File: config.mk
export PLATFORM = sky130hd
export DESIGN_NAME = if_prefetch_unit
export DESIGN_NICKNAME = d
export VERILOG_FILES = /design/src/rtl/if_prefetch_unit.sv
export SDC_FILE = /design/constraint.sdc
export NUM_CORES = 1
export LEC_CHECK = 0
export ABC_CLOCK_PERIOD_IN_PS = 6700
export CORE_MARGIN = 2
export CORE_UTILIZATION = 50
export DETAILED_ROUTE_END_ITERATION = 16
export GPL_TIMING_DRIVEN = 0
export PLACE_DENSITY = 0.72
export SLEW_MARGIN = 25
export SYNTH_ARGS = -nofsm -noshare
export SYNTH_HDL_FRONTEND = slang
export SYNTH_SLANG_ARGS = --single-unit
export TNS_END_PERCENT = 10
File: constraint.sdc
create_clock -name clk -period 6.7 [get_ports clk]
set_input_delay 0.67 -clock clk [delete_from_list [all_inputs] [get_ports clk]]
set_output_delay 0.67 -clock clk [all_outputs]
set_load 0.02 [all_outputs]
File: src/rtl/if_prefetch_unit.sv
// Instruction-fetch prefetcher: issues sequential word fetches and buffers in-order responses.
// Define IF_PREFETCH_STATS_EN to add saturating stall/flush counters.
module if_prefetch_unit #(
  parameter int unsigned     XLEN     = 32,
  parameter int unsigned     DEPTH    = 4,
  parameter logic [XLEN-1:0] RESET_PC = '0
) (
  input  logic            clk,
  input  logic            rst_n,
  output logic            req_valid_o,
  input  logic            req_ready_i,
  output logic [XLEN-1:0] req_addr_o,
  input  logic            rsp_valid_i,
  input  logic [XLEN-1:0] rsp_data_i,
  output logic            out_valid_o,
  input  logic            out_ready_i,
  output logic [XLEN-1:0] out_instr_o,
  output logic [XLEN-1:0] out_pc_o,
  input  logic            redirect_i,
  input  logic [XLEN-1:0] redirect_pc_i
`ifdef IF_PREFETCH_STATS_EN
  ,
  output logic [31:0]     stall_cnt_o,
  output logic [15:0]     flush_cnt_o
`endif
);

  localparam int unsigned IdxW  = $clog2(DEPTH);
  localparam int unsigned PtrW  = IdxW + 1;
  localparam int unsigned DiscW = 8;
  localparam logic [PtrW-1:0] FullOcc = PtrW'(DEPTH);

  logic [XLEN-1:0]  fetch_pc_q, fetch_pc_d;
  logic [PtrW-1:0]  alloc_ptr_q, alloc_ptr_d;
  logic [PtrW-1:0]  fill_ptr_q, fill_ptr_d;
  logic [PtrW-1:0]  head_ptr_q, head_ptr_d;
  logic [DiscW-1:0] discard_q, discard_d;
  logic [DEPTH-1:0] filled_q, filled_d;
  logic [XLEN-1:0]  hold_pc_q, hold_instr_q;
  logic [XLEN-1:0]  pc_mem_q    [DEPTH];
  logic [XLEN-1:0]  instr_mem_q [DEPTH];

  logic [PtrW-1:0]  occupancy;
  logic [PtrW-1:0]  in_flight;
  logic [IdxW-1:0]  alloc_idx, fill_idx, head_idx;
  logic             issue, fill, dequeue;
  logic             unused_redirect_lsbs;

  assign unused_redirect_lsbs = ^redirect_pc_i[1:0];

  assign alloc_idx = alloc_ptr_q[IdxW-1:0];
  assign fill_idx  = fill_ptr_q[IdxW-1:0];
  assign head_idx  = head_ptr_q[IdxW-1:0];
  assign occupancy = alloc_ptr_q - head_ptr_q;
  assign in_flight = alloc_ptr_q - fill_ptr_q;

  // Occupancy is judged before any same-cycle dequeue, so a full buffer never issues.
  assign req_valid_o = rst_n && (occupancy < FullOcc) && !redirect_i;
  assign out_valid_o = rst_n && filled_q[head_idx] && (occupancy != '0) && !redirect_i;
  assign req_addr_o  = fetch_pc_q;
  assign out_pc_o    = out_valid_o ? pc_mem_q[head_idx]    : hold_pc_q;
  assign out_instr_o = out_valid_o ? instr_mem_q[head_idx] : hold_instr_q;

  assign issue   = req_valid_o && req_ready_i;
  assign dequeue = out_valid_o && out_ready_i;
  assign fill    = rst_n && rsp_valid_i && !redirect_i && (discard_q == '0);

  always_comb begin
    fetch_pc_d  = fetch_pc_q;
    alloc_ptr_d = alloc_ptr_q;
    fill_ptr_d  = fill_ptr_q;
    head_ptr_d  = head_ptr_q;
    discard_d   = discard_q;
    filled_d    = filled_q;
    if (redirect_i) begin
      fetch_pc_d  = {redirect_pc_i[XLEN-1:2], 2'b00};
      alloc_ptr_d = '0;
      fill_ptr_d  = '0;
      head_ptr_d  = '0;
      filled_d    = '0;
      // Everything issued but unfilled is now wrong-path; a response this cycle is one of them.
      discard_d   = discard_q + DiscW'(in_flight);
      if (rsp_valid_i && (discard_d != '0)) begin
        discard_d = discard_d - DiscW'(1);
      end
    end else begin
      if (issue) begin
        fetch_pc_d            = fetch_pc_q + XLEN'(4);
        alloc_ptr_d           = alloc_ptr_q + PtrW'(1);
        filled_d[alloc_idx]   = 1'b0;
      end
      if (rsp_valid_i) begin
        if (discard_q != '0) begin
          discard_d = discard_q - DiscW'(1);
        end else begin
          filled_d[fill_idx] = 1'b1;
          fill_ptr_d         = fill_ptr_q + PtrW'(1);
        end
      end
      if (dequeue) begin
        filled_d[head_idx] = 1'b0;
        head_ptr_d         = head_ptr_q + PtrW'(1);
      end
    end
  end

  always_ff @(posedge clk) begin
    if (!rst_n) begin
      fetch_pc_q   <= RESET_PC;
      alloc_ptr_q  <= '0;
      fill_ptr_q   <= '0;
      head_ptr_q   <= '0;
      discard_q    <= '0;
      filled_q     <= '0;
      hold_pc_q    <= '0;
      hold_instr_q <= '0;
    end else begin
      fetch_pc_q  <= fetch_pc_d;
      alloc_ptr_q <= alloc_ptr_d;
      fill_ptr_q  <= fill_ptr_d;
      head_ptr_q  <= head_ptr_d;
      discard_q   <= discard_d;
      filled_q    <= filled_d;
      if (out_valid_o) begin
        hold_pc_q    <= pc_mem_q[head_idx];
        hold_instr_q <= instr_mem_q[head_idx];
      end
    end
  end

  // Payload storage needs no reset: the filled bits qualify every read.
  always_ff @(posedge clk) begin
    if (issue) begin
      pc_mem_q[alloc_idx] <= fetch_pc_q;
    end
    if (fill) begin
      instr_mem_q[fill_idx] <= rsp_data_i;
    end
  end

`ifdef IF_PREFETCH_STATS_EN
  logic [31:0] stall_cnt_q;
  logic [15:0] flush_cnt_q;

  always_ff @(posedge clk) begin
    if (!rst_n) begin
      stall_cnt_q <= '0;
      flush_cnt_q <= '0;
    end else begin
      if (out_ready_i && !out_valid_o && (stall_cnt_q != '1)) begin
        stall_cnt_q <= stall_cnt_q + 32'd1;
      end
      if (redirect_i && (flush_cnt_q != '1)) begin
        flush_cnt_q <= flush_cnt_q + 16'd1;
      end
    end
  end

  assign stall_cnt_o = stall_cnt_q;
  assign flush_cnt_o = flush_cnt_q;
`endif

endmodule

Word level (Yosys, flattened, before mapping)
Memory sizes are Yosys's and may differ from the RTL's. A register that Yosys moved wholly into a read port is not among the register bits.
Cells that the tools add are included.

cells by class
  mux-type cells = 30
  bitwise gates (word level) = 7
  reduce and logical (&&, ||, !) cells = 25
  magnitude comparators = 7
  $add $sub $neg = 9

operators with widths
  operator                 number
  $mux W32                 4
  $add A32 B3 Y32 const B  1
  $mux W8                  4
  $mux W4                  6
  $reduce_bool A8 Y1       2
  $sub A8 B1 Y8 const B    2
  $logic_and A1 B1 Y1      14
  $add A3 B1 Y3 const B    3
  $lt A2 B3 Y1 const B     3
  $add A8 B3 Y8            1
  $and A4 B4 Y4            2
  $logic_not A8 Y1         1
  $mux W1                  8
  $mux W2                  4
  $not A4 Y4               2
  $demux W1 S2             3
  $ge A2 B1 Y1 const B     3
  $reduce_bool A2 Y1       3
  $sub A3 B3 Y3            2
  $or A4 B4 Y4             1
  $reduce_and A2 Y1        2
  $lt A3 B3 Y1 const B     1
  $reduce_bool A3 Y1       1
  $bmux W1 S2              1
  3 further kinds          4

word-level totals
  memories kept = 2
  memory bits (writable) = 256
  register bits = 117

memory list
  name         words  width  rd ports  clocked after memory_dff  write ports  line  source
  instr_mem_q  4      32     1         1                         1            41    logic [XLEN-1:0] instr_mem_q [DEPTH];
  pc_mem_q     4      32     1         1                         1            40    logic [XLEN-1:0] pc_mem_q [DEPTH];

Longest topological paths before layout
Gate-level depths: netlist of run 1.

  depth after elaboration = 14
  mapped depth = 15

Worst setup path before layout of run 1
Ideal clock, no wire load.

  path kind = flip-flop to flip-flop
  from = register alloc_ptr_q[0]
  to = register discard_q[3]
  cell stages (with the launch flop) = 16
  arrival = 3115 ps
  data required time = 6580 ps
  path slack = 3465 ps
  setup time = 120 ps
  clock period less this slack = 3235 ps
  cells stage by stage = dfxtp_1 -> inv_1 -> ha_1 -> inv_1 -> fa_1 -> xor2_1 -> xnor2_1 -> ha_1 -> buf_6 -> and3_1 -> or3_1 -> a211o_1 -> a21boi_4 -> buf_6 -> nor3_1 -> o31a_1

between the ends
  longest elaborated chain between the ends = 6
  elaborated cells between the ends (all ways) = 7
  those cells by class = 3 x add/sub; 2 x mux; 2 x reduce/logical

ends and longest elaborated chain
  what                                                                   line  source
  start, declared                                                        34    logic [PtrW-1:0] alloc_ptr_q, alloc_ptr_d;
  start signal, assigned                                                 119   alloc_ptr_q <= alloc_ptr_d;
  $sub A3 B3 Y3 *                                                        55    assign in_flight = alloc_ptr_q - fill_ptr_q;
  $add A8 B3 Y8 *                                                        82    discard_d = discard_q + DiscW'(in_flight);
  parallel branches: the longest is 2 deep, another holds $sub A8 B1 Y8  --
  $mux W8 *                                                              83    if (rsp_valid_i && (discard_d != '0)) begin
  $mux W8 *                                                              75    if (redirect_i) begin
  end signal, assigned                                                   122   discard_q <= discard_d;
  end, declared                                                          37    logic [DiscW-1:0] discard_q, discard_d;

Mark *: on every way between the ends.
A chain may end at the register's enable or synchronous reset.

Final worst setup path of run 1
  from = register alloc_ptr_q[0]
  to = output port out_instr_o[18]

between the ends
  longest elaborated chain between the ends = 5

ends and longest elaborated chain
  what                              line  source
  $sub A3 B3 Y3                     54    assign occupancy = alloc_ptr_q - head_ptr_q;
  $reduce_bool A3 Y1                59    assign out_valid_o = rst_n && filled_q[head_idx] && (occupancy != '0) && !redirect_i;
  $logic_and A1 B1 Y1 (2 in a row)  59
  $mux W32                          --
  end, declared                     17    output logic [XLEN-1:0] out_instr_o,

No other way between the ends.

==> results of run 1 <==
[final cells by class]
class,instances,area (µm²),area share [%]
sequential,365,9790,52.7
multi-input combinational,546,4880,26.3
timing repair buffer,168,1750,9.42
clock buffer,48,1060,5.71
tap,390,488,2.63
buffer,58,287,1.54
clock inverter,21,194,1.04
inverter,30,113,0.607
antenna,1,2.50,0.0135
[layer usage]
layer | vias up | global-route usage, % | share of wire, %
met5 | - | 0 | 0
met4 | 0 | 6.42 | 2.2
met3 | 58 | 2.98 | 5.5
met2 | 352 | 36.0 | 50
met1 | 4681 | 30.2 | 42
li1 | 4229 | - | -
[worst min path at each step]
stage            startpoint           end  depth (start not counted)
2_1_floorplan  hold_pc_q[0]  hold_pc_q[0]                          1
3_3_place_gp   hold_pc_q[0]  hold_pc_q[0]                          1
3_5_place_dp   hold_pc_q[1]  hold_pc_q[1]                          1
4_1_cts         filled_q[3]   filled_q[3]                          2
5_1_grt         filled_q[3]   filled_q[3]                          2
6_report        filled_q[3]   filled_q[3]                          2
[cells in the mapped netlist (2+ instances only)]
cell / count / area, µm²
edfxtp_1: 248 / 7450
dfxtp_1: 117 / 2340
and2_1: 68 / 425
mux4_2: 62 / 1400
mux2_2: 54 / 608
nor2_1: 50 / 188
nand2_1: 42 / 158
a21oi_1: 31 / 155
clkbuf_1: 30 / 113
inv_1: 28 / 105
o21ai_0: 24 / 120
ha_1: 21 / 263
nor3_1: 19 / 95.1
nand3_1: 14 / 70.1
and3_1: 13 / 81.3
buf_2: 12 / 60.1
xor2_1: 11 / 96.3
mux2_1: 9 / 101
xnor2_1: 9 / 78.8
buf_4: 8 / 60.1
a221oi_1: 7 / 61.3
a31oi_1: 7 / 43.8
nand4_1: 7 / 43.8
nor4_1: 7 / 43.8
a32oi_1: 6 / 52.6
mux2i_1: 6 / 60.1
or3_1: 6 / 37.5
a222oi_1: 5 / 50.1
a22oi_1: 5 / 37.5
buf_1: 5 / 18.8
or4_1: 5 / 37.5
a211o_1: 4 / 35.0
a211oi_1: 4 / 30.0
o21a_1: 4 / 30.0
a21o_1: 3 / 22.5
buf_6: 3 / 33.8
fa_1: 3 / 60.1
o211ai_1: 3 / 22.5
a311oi_1: 2 / 17.5
a31o_2: 2 / 17.5
and4_1: 2 / 17.5
o21ai_1: 2 / 10.0
o311a_1: 2 / 20.0
[state kept, by name, summed over array words and instances, names as in the netlist, named ones only]
signal	count
req_addr_o	30
discard_q	8
fill_ptr_q	3
alloc_ptr_q	3
hold_instr_q	32
pc_mem_q	120
head_ptr_q	3
filled_q	4
instr_mem_q	128
hold_pc_q	32
[cell families (layout without fill, tap and decap cells)]
| kind of cell | Yosys count | after routing | synth area share [%] |
|---|---|---|---|
| flip-flops | 365 | 365 | 65.0 |
| XOR/XNOR | 22 | 22 | 1.42 |
| adder cells (fa/ha/maj) | 24 | 24 | 2.14 |
| buffers and inverters | 88 | 325 | 2.64 |
| other | 1 | 3 | 0.0249 |
| AO/OA/AOI/OAI | 124 | 124 | 5.83 |
| multiplexers | 131 | 131 | 14.4 |
| AND/OR/NAND/NOR | 243 | 243 | 8.56 |
[worst max-delay path, cell delays in order, from the launching register on]
cell	delay (ps)
dfxtp_1	390
inv_1	130
ha_1	230
fa_1	370
xnor3_1	300
a211o_1	360
inv_2	290
buf_4	280
mux2_2	390
clkdlybuf4s50_1	550
[through the flow]
step,setup WS [ps],cells,hold WS [ps],total power [mW]
final,2230,1627,490,4.99
after global routing,2080,1627,508,5.14
after CTS,2180,1626,490,5.01
after detailed placement,2550,1557,471,2.94
after global placement,2500,1551,466,2.93
after floorplan,3470,999,451,2.78
[power groups by stage]
stage | clock (mW) | sequential (mW) | combinational (mW)
2_1_floorplan | 0 | 2.53 | 0.247
3_3_place_gp | 0 | 2.53 | 0.393
3_5_place_dp | 0 | 2.54 | 0.400
4_1_cts | 2.12 | 2.49 | 0.403
5_1_grt | 2.21 | 2.49 | 0.440
6_report | 2.09 | 2.49 | 0.405
==> impl_metrics.env, run 1 <==
export IMPL_wire_per_inst_um=20.7
export IMPL_rr_startpoint="alloc_ptr_q[0]"
export IMPL_port_buffers=162
export IMPL_drive_gt1_share_pct=18.8
export IMPL_grt_max_degree=31
export IMPL_post_route_util_pct=62.6
export IMPL_clock_sinks=365
export IMPL_ctsHoldBuffers=0
export IMPL_yosysWarnings=0
export IMPL_layout_commonest_cell="edfxtp_1"
export IMPL_worstSetupEndpoint="out_instr_o[18]"
export IMPL_syn_to_final_growth_pct=23.3
export IMPL_syn_area_per_cell_um2=15.1
export IMPL_max_cap_violations=0
export IMPL_crit_type="reg2out"
export IMPL_crit_start="alloc_ptr_q[0]"
export IMPL_start_util_pct=50.8
export IMPL_antenna_found_initial=1
export IMPL_setup_viol=0
export IMPL_p_int_mw=3.87
export IMPL_drt_wl_total_um=33700
export IMPL_power_frac_comb_pct=8.1
export IMPL_viasPerCell=5.73
export IMPL_ir_drop_mv=0.150
export IMPL_min_path_type="reg2reg"
export IMPL_p_leak_nw=6.37
export IMPL_core_area_um2=29600
export IMPL_yosysUniqueCellTypes=71
export IMPL_fin_area_um2=18600
export IMPL_place_area_um2=17300
export IMPL_seqPwrFrac_pct=49.9
export IMPL_final_hold_viol_count=0
export IMPL_die_x_um=178
export IMPL_power_share_clock_pct=42.0
export IMPL_rr_worst_depth=15
export IMPL_layout_nets=1301
export IMPL_insertion_delay_ps=520
export IMPL_rrSetupSlack_ps=3190
export IMPL_power_net_switching_mw=1.12
export IMPL_ys_seq_area_share_pct=65.0
export IMPL_postCtsSetupBuffers=0
export IMPL_cts_tree="built"
export IMPL_synth_seq_cells=365
export IMPL_min_period_ps=4470
export IMPL_async_flop_share_pct=0
export IMPL_rsz0062_at_grt="false"
export IMPL_outcome="finished clean"
export IMPL_final_cell_mix="248 x edfxtp_1, 162 x clkdlybuf4s50_1, 117 x dfxtp_1"
export IMPL_synth_cells=998
export IMPL_synth_edf_count=248
export IMPL_min_period_over_period_pct=66.7
export IMPL_worstPathMaxFanout=10
export IMPL_fmax_ghz=0.224
export IMPL_grt_first_pass_wirelength_um=52200
export IMPL_arrival_ps=3800
export IMPL_dr_pass1_iters=6
export IMPL_dpl_hpwl_um=22600
export IMPL_slew_headroom_pct=39.5
export IMPL_syn_area_um2=15100
export IMPL_fin_tns_setup_ps=0
export IMPL_clkTransAtPathRegs_ps=60
export IMPL_grt_pass1_vias=9142
export IMPL_tightest_slew_ps=907
export IMPL_max_clock_path_buffers=3
export IMPL_rr_endpoint="discard_q[0]"
export IMPL_worstPathRequired_ps=6030
export IMPL_die_area_um2=31500
export IMPL_fillers=2225
export IMPL_drc=0
export IMPL_cts_buffers=38
export IMPL_maxSlewViolCount=0
export IMPL_clockRootBuffer="clkbuf_16"
export IMPL_fp_dieH_um=178
export IMPL_vias=9320
export IMPL_io_pins=168
export IMPL_ant_nets=0
export IMPL_p_sw_share_pct=22.4
export IMPL_cts_htree_levels=2
export IMPL_start_kind="flop"
export IMPL_grt_usage_pct=21.8
export IMPL_ctsResizeCount=0
export IMPL_place_congestion=0.885
export IMPL_gr_total_overflow=0
export IMPL_crit_path_end_kind="output port"
export IMPL_skew_ps=9.69
export IMPL_power_density_nw_per_um2=269
export IMPL_drt_initial_drc_count=849
export IMPL_synthFlopType="edfxtp_1"
export IMPL_rows=63
No activity file was read; power rests on OpenSTA's default activity.
==> run 2: changes to the inputs <==
--- a/config.mk
+++ b/config.mk
@@ -5,12 +5,12 @@
 export SDC_FILE = /design/constraint.sdc
 export NUM_CORES = 1
 export LEC_CHECK = 0
-export ABC_CLOCK_PERIOD_IN_PS = 6700
+export ABC_CLOCK_PERIOD_IN_PS = 4100
 export CORE_MARGIN = 2
 export CORE_UTILIZATION = 50
 export DETAILED_ROUTE_END_ITERATION = 16
 export GPL_TIMING_DRIVEN = 0
-export PLACE_DENSITY = 0.72
+export PLACE_DENSITY = 0.75
 export SLEW_MARGIN = 25
 export SYNTH_ARGS = -nofsm -noshare
 export SYNTH_HDL_FRONTEND = slang
==> constraint.sdc (replaced) <==
create_clock -name clk -period 4.1 [get_ports clk]
set_input_delay 0.41 -clock clk [delete_from_list [all_inputs] [get_ports clk]]
set_output_delay 0.41 -clock clk [all_outputs]
set_load 0.02 [all_outputs]
==> run 2 against run 1 <==
Utilization hardly changed. Global-route usage decreased by 0.31 points. Via count fell by 0.54%. Clock skew grew 2.5 ps. Critical endpoint is now out_instr_o[0]. Sequential power grew 63%. Register-to-register slack worse by 2700 ps. Worst hold slack got worse by 55 ps. Final area is essentially flat. Critical path depth stayed put. Routed wire length is 0.91% higher.
==> impl_metrics.env, run 2 (synthesized netlist as in run 1, its figures left out) <==
export IMPL_skew_ps=12.2
export IMPL_final_hold_viol_count=0
export IMPL_rows=63
export IMPL_dr_pass1_iters=5
export IMPL_min_path_type="in2reg"
export IMPL_drc=0
export IMPL_place_congestion=0.911
export IMPL_min_period_over_period_pct=97.3
export IMPL_place_area_um2=17300
export IMPL_crit_type="reg2out"
export IMPL_final_cell_mix="248 x edfxtp_1, 117 x dfxtp_1, 103 x clkdlybuf4s50_1"
export IMPL_fp_dieH_um=178
export IMPL_setup_viol=0
export IMPL_drt_wl_total_um=34000
export IMPL_layout_nets=1304
export IMPL_ant_nets=0
export IMPL_start_kind="flop"
export IMPL_fin_tns_setup_ps=0
export IMPL_stdcell_count=1632
export IMPL_drt_initial_drc_count=911
export IMPL_cts_buffers=38
export IMPL_tightest_slew_ps=876
export IMPL_setup_ws_ps=110
export IMPL_wire_per_inst_um=20.8
export IMPL_gr_total_overflow=0
export IMPL_maxSlewViolCount=0
export IMPL_core_area_um2=29600
export IMPL_fin_area_um2=18600
export IMPL_ctsHoldBuffers=0
export IMPL_insertion_delay_ps=520
export IMPL_port_buffers=162
export IMPL_slew_headroom_pct=41.4
export IMPL_reg_top3="instr_mem_q (128), pc_mem_q (120)"
export IMPL_power_density_nw_per_um2=436
export IMPL_drive_gt1_share_pct=18.3
export IMPL_antenna_found_initial=2
export IMPL_grt_first_pass_wirelength_um=51600
export IMPL_worstPathRequired_ps=3690
export IMPL_fmax_ghz=0.251
export IMPL_max_cap_violations=0
export IMPL_p_leak_nw=6.81
export IMPL_layout_commonest_cell="edfxtp_1"
export IMPL_worstPathMaxFanout=6
export IMPL_io_pins=168
export IMPL_rsz0062_at_grt="false"
export IMPL_regMostFlops="instr_mem_q"
export IMPL_ir_drop_mv=0.312
export IMPL_vias=9270
export IMPL_min_period_ps=3990
export IMPL_cts_tree="built"
export IMPL_clkTransAtPathRegs_ps=60
export IMPL_crit_path_end_kind="output port"
export IMPL_die_x_um=178
export IMPL_outcome="finished clean"
export IMPL_viasPerCell=5.68
export IMPL_placed_cells=1558
export IMPL_grt_pass1_vias=9254
export IMPL_place_ws_ps=397
export IMPL_grt_usage_pct=21.5
export IMPL_start_util_pct=50.8
export IMPL_arrival_ps=3580
export IMPL_largest_register_ffs=128
export IMPL_dpl_hpwl_um=22800
export IMPL_syn_to_final_growth_pct=23.3
export IMPL_cts_htree_levels=2
export IMPL_clockRootBuffer="clkbuf_16"
export IMPL_clock_sinks=365
export IMPL_max_clock_path_buffers=3
export IMPL_die_area_um2=31500
export IMPL_grt_max_degree=31
run 2: cell type report:
class	count	area (µm²)
clock inverters	19	208
plain buffers	58	290
diodes	2	5.00
multi-input cells	546	4890
flip-flops and latches	365	9790
repair inverters	1	7.51
repair buffers	170	1750
clock buffers	51	1030
well taps	390	488
inverters	30	115
fillers	2248	11100
run 2: what timing repair did:
action	in CTS	in global routing
pin swaps	0	0
buffers inserted	1	0
gates resized for setup	52	12
endpoints found under the setup margin	59	11
cloned	1	0
run 2: worst paths after layout:
| kind | startpoint | endpoint | cells after the start | slack, ps |
|---|---|---|---|---|
| setup / recovery | alloc_ptr_q[0] | out_instr_o[0] | 9 | 110 |
| hold / removal | rst_n | discard_q[5] | 4 | 440 |
| setup reg to reg | alloc_ptr_q[0] | discard_q[0] | 15 | 530 |
| hold reg to reg | hold_pc_q[0] | hold_pc_q[0] | 1 | 500 |
run 2: report_power, final:
part	internal (mW)	switching, mW	total (mW)
Combinational	0.301	0.362	0.663
Clock	2.02	1.35	3.38
Sequential	3.99	0.0759	4.07
Total	6.32	1.79	8.11
run 2: metrics by stage:
stage | utilization (%) | power (mW) | hold WS (ps)
after detailed placement | 58.5 | 4.80 | 473
after CTS | 62.6 | 8.16 | 419
after global routing | 62.7 | 8.37 | 461
final | 62.7 | 8.11 | 435
after global placement | 57.9 | 4.78 | 464
after floorplan | - | 4.54 | 451
run 2: worst max-delay path: stages (launching register included):
cell and delay, ps:
dfxtp_1 400, inv_1 150, ha_1 240, fa_1 370, xnor3_2 310, a211o_4 410
clkinvlp_4 160, buf_4 130, mux2_2 320, clkdlybuf4s50_1 560
run 2: metal layers:
metal / wire length [µm] / track usage (%) / up-vias
met3: 2040 / 3.66 / 82
met5: 0 / 0 / -
met4: 1240 / 8.16 / 0
li1: - / - / 4248
met2: 16800 / 35.7 / 329
met1: 14000 / 28.4 / 4611
